--- config.mk ---
export PLATFORM = sky130hd
export DESIGN_NAME = cram_unload_streamer
export DESIGN_NICKNAME = d
export VERILOG_FILES = /design/src/rtl/cram_unload_streamer.sv
export SDC_FILE = /design/constraint.sdc
export NUM_CORES = 1
export LEC_CHECK = 0
export ABC_AREA = 1
export BUFFER_PORTS_ARGS = -buffer_cell sky130_fd_sc_hd__buf_2
export CAP_MARGIN = 20
export CELL_PAD_IN_SITES_DETAIL_PLACEMENT = 2
export CELL_PAD_IN_SITES_GLOBAL_PLACEMENT = 2
export CORE_AREA = 2 2 215 217
export DETAILED_ROUTE_END_ITERATION = 16
export DIE_AREA = 0 0 217 219
export GPL_ROUTABILITY_DRIVEN = 0
export PLACE_DENSITY = 0.67
export SYNTH_ARGS = -nofsm -noshare
export SYNTH_HDL_FRONTEND = slang
export SYNTH_SLANG_ARGS = --single-unit
--- constraint.sdc ---
create_clock -name clk -period 8.34 [get_ports clk]
set_input_delay 1.251 -clock clk [delete_from_list [all_inputs] [get_ports clk]]
set_output_delay 1.251 -clock clk [all_outputs]
set_load 0.01 [all_outputs]
--- src/rtl/cram_unload_streamer.sv ---
// Purpose: on start, read N words from one CRAM port and stream them out as valid/last beats.
// Latency: start edge to first beat is 3 cycles; one beat per cycle when not stalled.
// Backpressure: stall holds the output; reads pause once FIFO occupancy plus in-flight reaches FIFO_DEPTH.
//
// Ports:
//   clk, reset                       rising-edge clock, asynchronous active-high reset
//   start, cram_addr_start, num_words  transfer request (address and length sampled with start)
//   cram_addr, cram_re, cram_data_in   CRAM read port (data arrives one cycle after cram_re)
//   stall                            downstream hold
//   data_valid, ram_data_out, ram_data_last  output beat stream
//   busy, done                       transfer status

// Small synchronous FIFO. The head is read straight from the storage register,
// so the consumer sees data in the same cycle the entry becomes the head.
module sync_fifo #(
  parameter int W     = 40,
  parameter int DEPTH = 4
) (
  input  logic                     clk,
  input  logic                     reset,
  input  logic                     push_vld,
  input  logic [W-1:0]             push_dat,
  input  logic                     pop_vld,
  output logic [W-1:0]             head_dat,
  output logic [$clog2(DEPTH):0]   count,
  output logic                     empty
);
  localparam int PW = $clog2(DEPTH);
  localparam logic [PW-1:0] PTR_ONE = PW'(1);
  localparam logic [PW:0]   CNT_ONE = (PW + 1)'(1);

  logic [W-1:0]  mem_q [DEPTH];
  logic [W-1:0]  mem_d [DEPTH];
  logic [PW-1:0] wr_ptr_q, wr_ptr_d;
  logic [PW-1:0] rd_ptr_q, rd_ptr_d;
  logic [PW:0]   count_q, count_d;

  always_comb begin
    mem_d    = mem_q;
    wr_ptr_d = wr_ptr_q;
    rd_ptr_d = rd_ptr_q;
    count_d  = count_q;
    if (push_vld) begin
      mem_d[wr_ptr_q] = push_dat;
      wr_ptr_d        = wr_ptr_q + PTR_ONE;
    end
    if (pop_vld) begin
      rd_ptr_d = rd_ptr_q + PTR_ONE;
    end
    case ({push_vld, pop_vld})
      2'b10:   count_d = count_q + CNT_ONE;
      2'b01:   count_d = count_q - CNT_ONE;
      default: count_d = count_q;
    endcase
  end

  // Storage is cleared on reset so the head output reads zero while empty after reset.
  always_ff @(posedge clk or posedge reset) begin
    if (reset) begin
      for (int i = 0; i < DEPTH; i++) mem_q[i] <= '0;
      wr_ptr_q <= '0;
      rd_ptr_q <= '0;
      count_q  <= '0;
    end else begin
      mem_q    <= mem_d;
      wr_ptr_q <= wr_ptr_d;
      rd_ptr_q <= rd_ptr_d;
      count_q  <= count_d;
    end
  end

  assign head_dat = mem_q[rd_ptr_q];
  assign count    = count_q;
  assign empty    = (count_q == '0);
endmodule

module cram_unload_streamer #(
  parameter int DWIDTH     = 40,
  parameter int AWIDTH     = 9,
  parameter int FIFO_DEPTH = 4
) (
  input  logic              clk,
  input  logic              reset,
  input  logic              start,
  input  logic [AWIDTH-1:0] cram_addr_start,
  input  logic [AWIDTH:0]   num_words,
  output logic [AWIDTH-1:0] cram_addr,
  output logic              cram_re,
  input  logic [DWIDTH-1:0] cram_data_in,
  input  logic              stall,
  output logic              data_valid,
  output logic [DWIDTH-1:0] ram_data_out,
  output logic              ram_data_last,
  output logic              busy,
  output logic              done
);
  localparam int CW = AWIDTH + 1;
  localparam int OW = $clog2(FIFO_DEPTH) + 1;
  localparam logic [CW-1:0]     N_MAX    = {1'b1, {AWIDTH{1'b0}}};
  localparam logic [CW-1:0]     C_ONE    = CW'(1);
  localparam logic [AWIDTH-1:0] A_ONE    = AWIDTH'(1);
  localparam logic [OW:0]       DEPTH_V  = (OW + 1)'(FIFO_DEPTH);

  typedef enum logic [1:0] {S_IDLE, S_READ, S_DRAIN, S_DONE} state_t;

  state_t            state_q, state_d;
  logic [AWIDTH-1:0] addr_q, addr_d;
  logic [CW-1:0]     n_q, n_d;
  logic [CW-1:0]     issued_q, issued_d;
  logic [CW-1:0]     emitted_q, emitted_d;
  logic              inflight_q, inflight_d;

  logic [DWIDTH-1:0] fifo_head_dat;
  logic [OW-1:0]     fifo_cnt;
  logic              fifo_empty;
  logic [OW:0]       credit_used;

  sync_fifo #(.W(DWIDTH), .DEPTH(FIFO_DEPTH)) u_fifo (
    .clk      (clk),
    .reset    (reset),
    .push_vld (inflight_q),
    .push_dat (cram_data_in),
    .pop_vld  (data_valid),
    .head_dat (fifo_head_dat),
    .count    (fifo_cnt),
    .empty    (fifo_empty)
  );

  assign data_valid   = !fifo_empty && !stall;
  assign ram_data_out = fifo_head_dat;

  // Words already buffered plus the one possibly arriving next edge; a read is
  // only issued when that total leaves room, so the FIFO can never overflow.
  assign credit_used = {1'b0, fifo_cnt} + (OW + 1)'(inflight_q);

  always_comb begin
    state_d   = state_q;
    addr_d    = addr_q;
    n_d       = n_q;
    issued_d  = issued_q;
    emitted_d = emitted_q + CW'(data_valid);
    cram_re   = 1'b0;
    case (state_q)
      S_IDLE: begin
        if (start) begin
          addr_d    = cram_addr_start;
          n_d       = (num_words > N_MAX) ? N_MAX : num_words;
          issued_d  = '0;
          emitted_d = '0;
          state_d   = (num_words == '0) ? S_DONE : S_READ;
        end
      end
      S_READ: begin
        if ((issued_q < n_q) && (credit_used < DEPTH_V)) begin
          cram_re  = 1'b1;
          addr_d   = addr_q + A_ONE;
          issued_d = issued_q + C_ONE;
          if (issued_d == n_q) state_d = S_DRAIN;
        end
      end
      // Leave on the cycle the final beat is popped so done lands right after it.
      S_DRAIN: begin
        if (emitted_d == n_q) state_d = S_DONE;
      end
      default: state_d = S_IDLE;
    endcase
    inflight_d = cram_re;
  end

  always_ff @(posedge clk or posedge reset) begin
    if (reset) begin
      state_q    <= S_IDLE;
      addr_q     <= '0;
      n_q        <= '0;
      issued_q   <= '0;
      emitted_q  <= '0;
      inflight_q <= 1'b0;
    end else begin
      state_q    <= state_d;
      addr_q     <= addr_d;
      n_q        <= n_d;
      issued_q   <= issued_d;
      emitted_q  <= emitted_d;
      inflight_q <= inflight_d;
    end
  end

  assign cram_addr     = addr_q;
  assign ram_data_last = data_valid && (emitted_q == (n_q - C_ONE));
  assign busy          = (state_q == S_READ) || (state_q == S_DRAIN);
  assign done          = (state_q == S_DONE);
endmodule

==> impl_metrics.xml <==
<?xml version="1.0" encoding="UTF-8"?>
<metrics>
  <group name="status">
    <metric name="run_status" unit="">completed</metric>
  </group>
  <group name="clock_tree">
    <metric name="cts_root_buf" unit="">clkbuf_16</metric>
    <metric name="cts_buffers" unit="">28</metric>
    <metric name="clkSinkCount" unit="">209</metric>
    <metric name="cts.repair.resized" unit="">0</metric>
    <metric name="clkLatencyLatePin" unit="ns">0.55</metric>
    <metric name="postCtsSetupRepairBufs" unit="">0</metric>
    <metric name="maximum_buffer_depth_of_the_clock_tree" unit="">3</metric>
    <metric name="holdBufCountCts" unit="">0</metric>
    <metric name="tritoncts" unit="">built</metric>
    <metric name="clkTransAtPathRegs" unit="ns">0.06</metric>
    <metric name="cts-htree-levels" unit="">1</metric>
  </group>
  <group name="sta">
    <metric name="setup_viol_count_final" unit="">0</metric>
    <metric name="fin_skew" unit="ns">0.01664</metric>
    <metric name="final_max_slew_viol_count" unit="">0</metric>
    <metric name="max_slew.worst_pin.slew" unit="ns">0.9749</metric>
    <metric name="timing_hold_violations_final" unit="">0</metric>
    <metric name="tns" unit="ns">0</metric>
    <metric name="timing.final.ws_setup" unit="ns">4.338</metric>
    <metric name="rsz0062_at_grt" unit="">false</metric>
    <metric name="fin_crit" unit="ns">4.002</metric>
    <metric name="hold_slack" unit="ns">0.4764</metric>
    <metric name="slew_headroom" unit="%">35.01</metric>
    <metric name="max_clock_freq" unit="MHz">249.9</metric>
    <metric name="final_min_period_over_clock_period" unit="%">47.99</metric>
  </group>
  <group name="layout">
    <metric name="post_route_cells_drive_above_1_share" unit="%">14.95</metric>
    <metric name="syn_to_final_growth" unit="%">20.67</metric>
    <metric name="n_antenna_cell" unit="">0</metric>
    <metric name="layout.nets" unit="">1444</metric>
    <metric name="post_layout_nonfiller_instances" unit="">1978</metric>
    <metric name="final_core_util" unit="%">27.44</metric>
    <metric name="postLayoutCellArea" unit="µm²">12370</metric>
  </group>
  <group name="logic_synthesis">
    <metric name="post_synthesis_average_cell_area" unit="µm²">8.105</metric>
    <metric name="postSynthNetCount" unit="">1353</metric>
    <metric name="synth_warnings" unit="">0</metric>
    <metric name="synth-seq-cells" unit="">209</metric>
    <metric name="cell_area_synth" unit="µm²">10250</metric>
    <metric name="synthCells" unit="">1265</metric>
    <metric name="ys_seq_area_share" unit="%">51.01</metric>
    <metric name="synthDistinctLibCells" unit="">34</metric>
    <metric name="synth-main-ff-cell" unit="">dfrtp_1</metric>
    <metric name="synth_enable_flop_cells" unit="">0</metric>
    <metric name="synth_async_sr_flop_share" unit="%">100.0</metric>
  </group>
  <group name="routing">
    <metric name="routed_wirelength" unit="µm">33230</metric>
    <metric name="detail_route.wl_per_cell" unit="µm">16.80</metric>
    <metric name="first_pass_iters" unit="">4</metric>
    <metric name="drt-vias-per-instance" unit="">4.578</metric>
    <metric name="route.detailed.drc" unit="">0</metric>
    <metric name="total_number_of_vias" unit="">9055</metric>
    <metric name="final_antenna_net_count" unit="">0</metric>
    <metric name="detail_route.iter0.violations" unit="">459</metric>
  </group>
  <group name="floorplanning">
    <metric name="fp.dieH" unit="µm">219</metric>
    <metric name="floorplan.core_area" unit="µm²">45090</metric>
    <metric name="rows" unit="">78</metric>
    <metric name="ioPinCount" unit="">117</metric>
    <metric name="fp.dieArea" unit="µm²">47520</metric>
    <metric name="initial_core_util" unit="%">22.74</metric>
    <metric name="floorplan_die_width" unit="µm">217</metric>
  </group>
  <group name="grt">
    <metric name="grt_start_max_net_pins" unit="">93</metric>
    <metric name="number_of_antenna_violations_at_the_first_check_in_global_routing" unit="">1</metric>
    <metric name="globalRouteOverflowTotal" unit="">0</metric>
    <metric name="grt_use_total" unit="%">14.22</metric>
    <metric name="grt_first_pass_wirelength" unit="µm">54440</metric>
    <metric name="via_count_of_the_first_global_routing_pass" unit="">10067</metric>
  </group>
  <group name="power_and_ir_drop">
    <metric name="p_per_area" unit="nW/µm²">419.8</metric>
    <metric name="ir_drop" unit="V">0.0001738</metric>
    <metric name="netSwitchingFraction" unit="%">41.99</metric>
    <metric name="comb_pwr_share" unit="%">41.4</metric>
    <metric name="cellLeakagePower" unit="nW">5.939</metric>
    <metric name="clock_power_share" unit="%">23.7</metric>
    <metric name="sequentialPowerShare" unit="%">34.9</metric>
    <metric name="p_int" unit="mW">3.013</metric>
    <metric name="power.total" unit="mW">5.194</metric>
    <metric name="p_switching" unit="mW">2.181</metric>
  </group>
  <group name="worst_setup_path">
    <metric name="crit_path_max_delay_cell_type" unit="">a31oi_1</metric>
    <metric name="timing.critical_path.arrival" unit="ns">2.75</metric>
    <metric name="crit_path_cell_trace" unit="">buf_2 -&gt; a31oi_1 -&gt; nand3_1 -&gt; nand3b_1 -&gt; a21oi_1 -&gt; nand3_1 -&gt; nor2_1 -&gt; buf_2</metric>
    <metric name="worst-endpoint-required" unit="ns">7.09</metric>
    <metric name="cp_max_fo" unit="">6</metric>
    <metric name="critical-path-max-stage-delay" unit="ns">0.46</metric>
    <metric name="worst_r2r_path_depth" unit="">17</metric>
    <metric name="critical_path_cell_count" unit="">8</metric>
    <metric name="rr_startpoint" unit="">u_fifo.count[1]</metric>
    <metric name="r2r_setup_slack" unit="ns">5.59</metric>
    <metric name="critPathTopFamily" unit="">compound AO/OA/AOI/OAI gates</metric>
    <metric name="start_kind" unit="">input pin</metric>
    <metric name="worst_r2r_endpoint" unit="">state_q[1]</metric>
    <metric name="timing.critical_path.to_type" unit="">primary output</metric>
    <metric name="criticalPathCategory" unit="">input pin to primary output</metric>
    <metric name="critical_path.n_buffers_inverters" unit="">2</metric>
  </group>
  <group name="worst_hold_path">
    <metric name="worstHoldPathCells" unit="">2</metric>
    <metric name="hold_path_end" unit="">u_fifo.mem_q[52]</metric>
    <metric name="hold_path.startpoint" unit="">u_fifo.mem_q[52]</metric>
    <metric name="hp-class" unit="">flip-flop to flip-flop</metric>
  </group>
  <group name="placement">
    <metric name="pre_cts_slack" unit="ns">4.301</metric>
    <metric name="detailedPlacementHpwl" unit="µm">21090</metric>
    <metric name="port-buffer-count" unit="">116</metric>
    <metric name="dpl-instance-area" unit="µm²">11420</metric>
    <metric name="place_inst" unit="">1926</metric>
  </group>
  <group name="run">
    <metric name="max_cap_violations" unit="">0</metric>
  </group>
</metrics>
placed cells by master, fill, tap and decap left out, drive strengths merged, types with 3 or more instances in the layout:
| cell type | count |
|---|---|
| buf | 125 |
| clkbuf | 40 |
| xor2 | 22 |
| o21ai | 276 |
| inv | 108 |
| nand2 | 301 |
| nor2 | 121 |
| o22ai | 43 |
| clkinv | 8 |
| ha | 24 |
| nand3 | 55 |
| nand4 | 7 |
| dfrtp | 209 |
| xnor2 | 6 |
| or2 | 3 |
| a31oi | 4 |
| nor3 | 4 |
| a21oi | 12 |
layout make-up:
cell class                      instances  area (µm²)
Timing Repair Buffer                  125       648.1
Inverter                              108       412.9
Clock buffer                           40       827.0
Clock inverter                         12       122.6
Tap cell                              600       750.7
Multi-Input combinational cell        884        4379
Sequential cell                       209        5231
Fill cell                            5246       32720
state kept, by name (all words and copies together), names as in the netlist:
register and count:
cram_addr 9, emitted_q 10, inflight_q 1, issued_q 10, n_q 10, state_q 2, u_fifo.count 3, u_fifo.mem_q 160
u_fifo.rd_ptr_q 2, u_fifo.wr_ptr_q 2
cells by family (layout without fill, tap and decap cells):
kind of cell             Yosys count  in the layout  synth area share, %
AO/OA/AOI/OAI                    338            338                17.34
XOR/XNOR                          28             28                2.392
flip-flops                       209            209                51.01
buffers and inverters            172            285                6.371
adder cells (fa/ha/maj)           25             25                3.124
AND/OR/NAND/NOR                  493            493                19.76
synthesized netlist by cell type (4+ instances only):
library cell | number | area, µm²
nand2_1 | 295 | 1107
o21ai_0 | 271 | 1356
dfrtp_1 | 209 | 5230
nor2_1 | 115 | 431.7
inv_1 | 103 | 386.6
clkbuf_1 | 60 | 225.2
nand3_1 | 51 | 255.2
o22ai_1 | 43 | 269.0
ha_1 | 24 | 300.3
xor2_1 | 22 | 192.7
a21oi_1 | 11 | 55.05
nand4_1 | 7 | 43.79
nand2_2 | 6 | 37.54
xnor2_1 | 6 | 52.55
a31oi_1 | 4 | 25.02
nand3_2 | 4 | 40.04
power by group through the flow:
stage          registers (mW)  clock network [mW]  logic (mW)
6_report                 1.81                1.23        2.15
4_1_cts                  1.82                1.28        2.22
3_3_place_gp             1.81                   0        2.12
5_1_grt                  1.88                1.32        2.49
2_1_floorplan            1.74                   0        1.47
3_5_place_dp             1.83                   0        2.21
metal layers:
metal	wire (µm)	GRT usage (%)
met3	1361	1.996
met4	526	3.082
met2	16110	25.46
met5	12	0
met1	15220	18.12
worst reg2reg max path: cells and delay by family (launching register included):
kind,cells,cell delay (ns)
simple gates,12,1.04
compound gates,1,0.52
fa+ha+maj,2,0.50
flops,1,0.37
buf+inv,2,0.20
worst max-delay path by stage:
stage / endpoint / slack [ns] / startpoint
2_1_floorplan: cram_addr[0] / 1.38 / reset
3_3_place_gp: ram_data_last / 4.35 / stall
3_5_place_dp: ram_data_last / 4.30 / stall
4_1_cts: ram_data_last / 4.29 / stall
5_1_grt: ram_data_last / 4.10 / stall
6_report: ram_data_last / 4.34 / stall
Note: power is estimated with default switching activity, not from simulation.
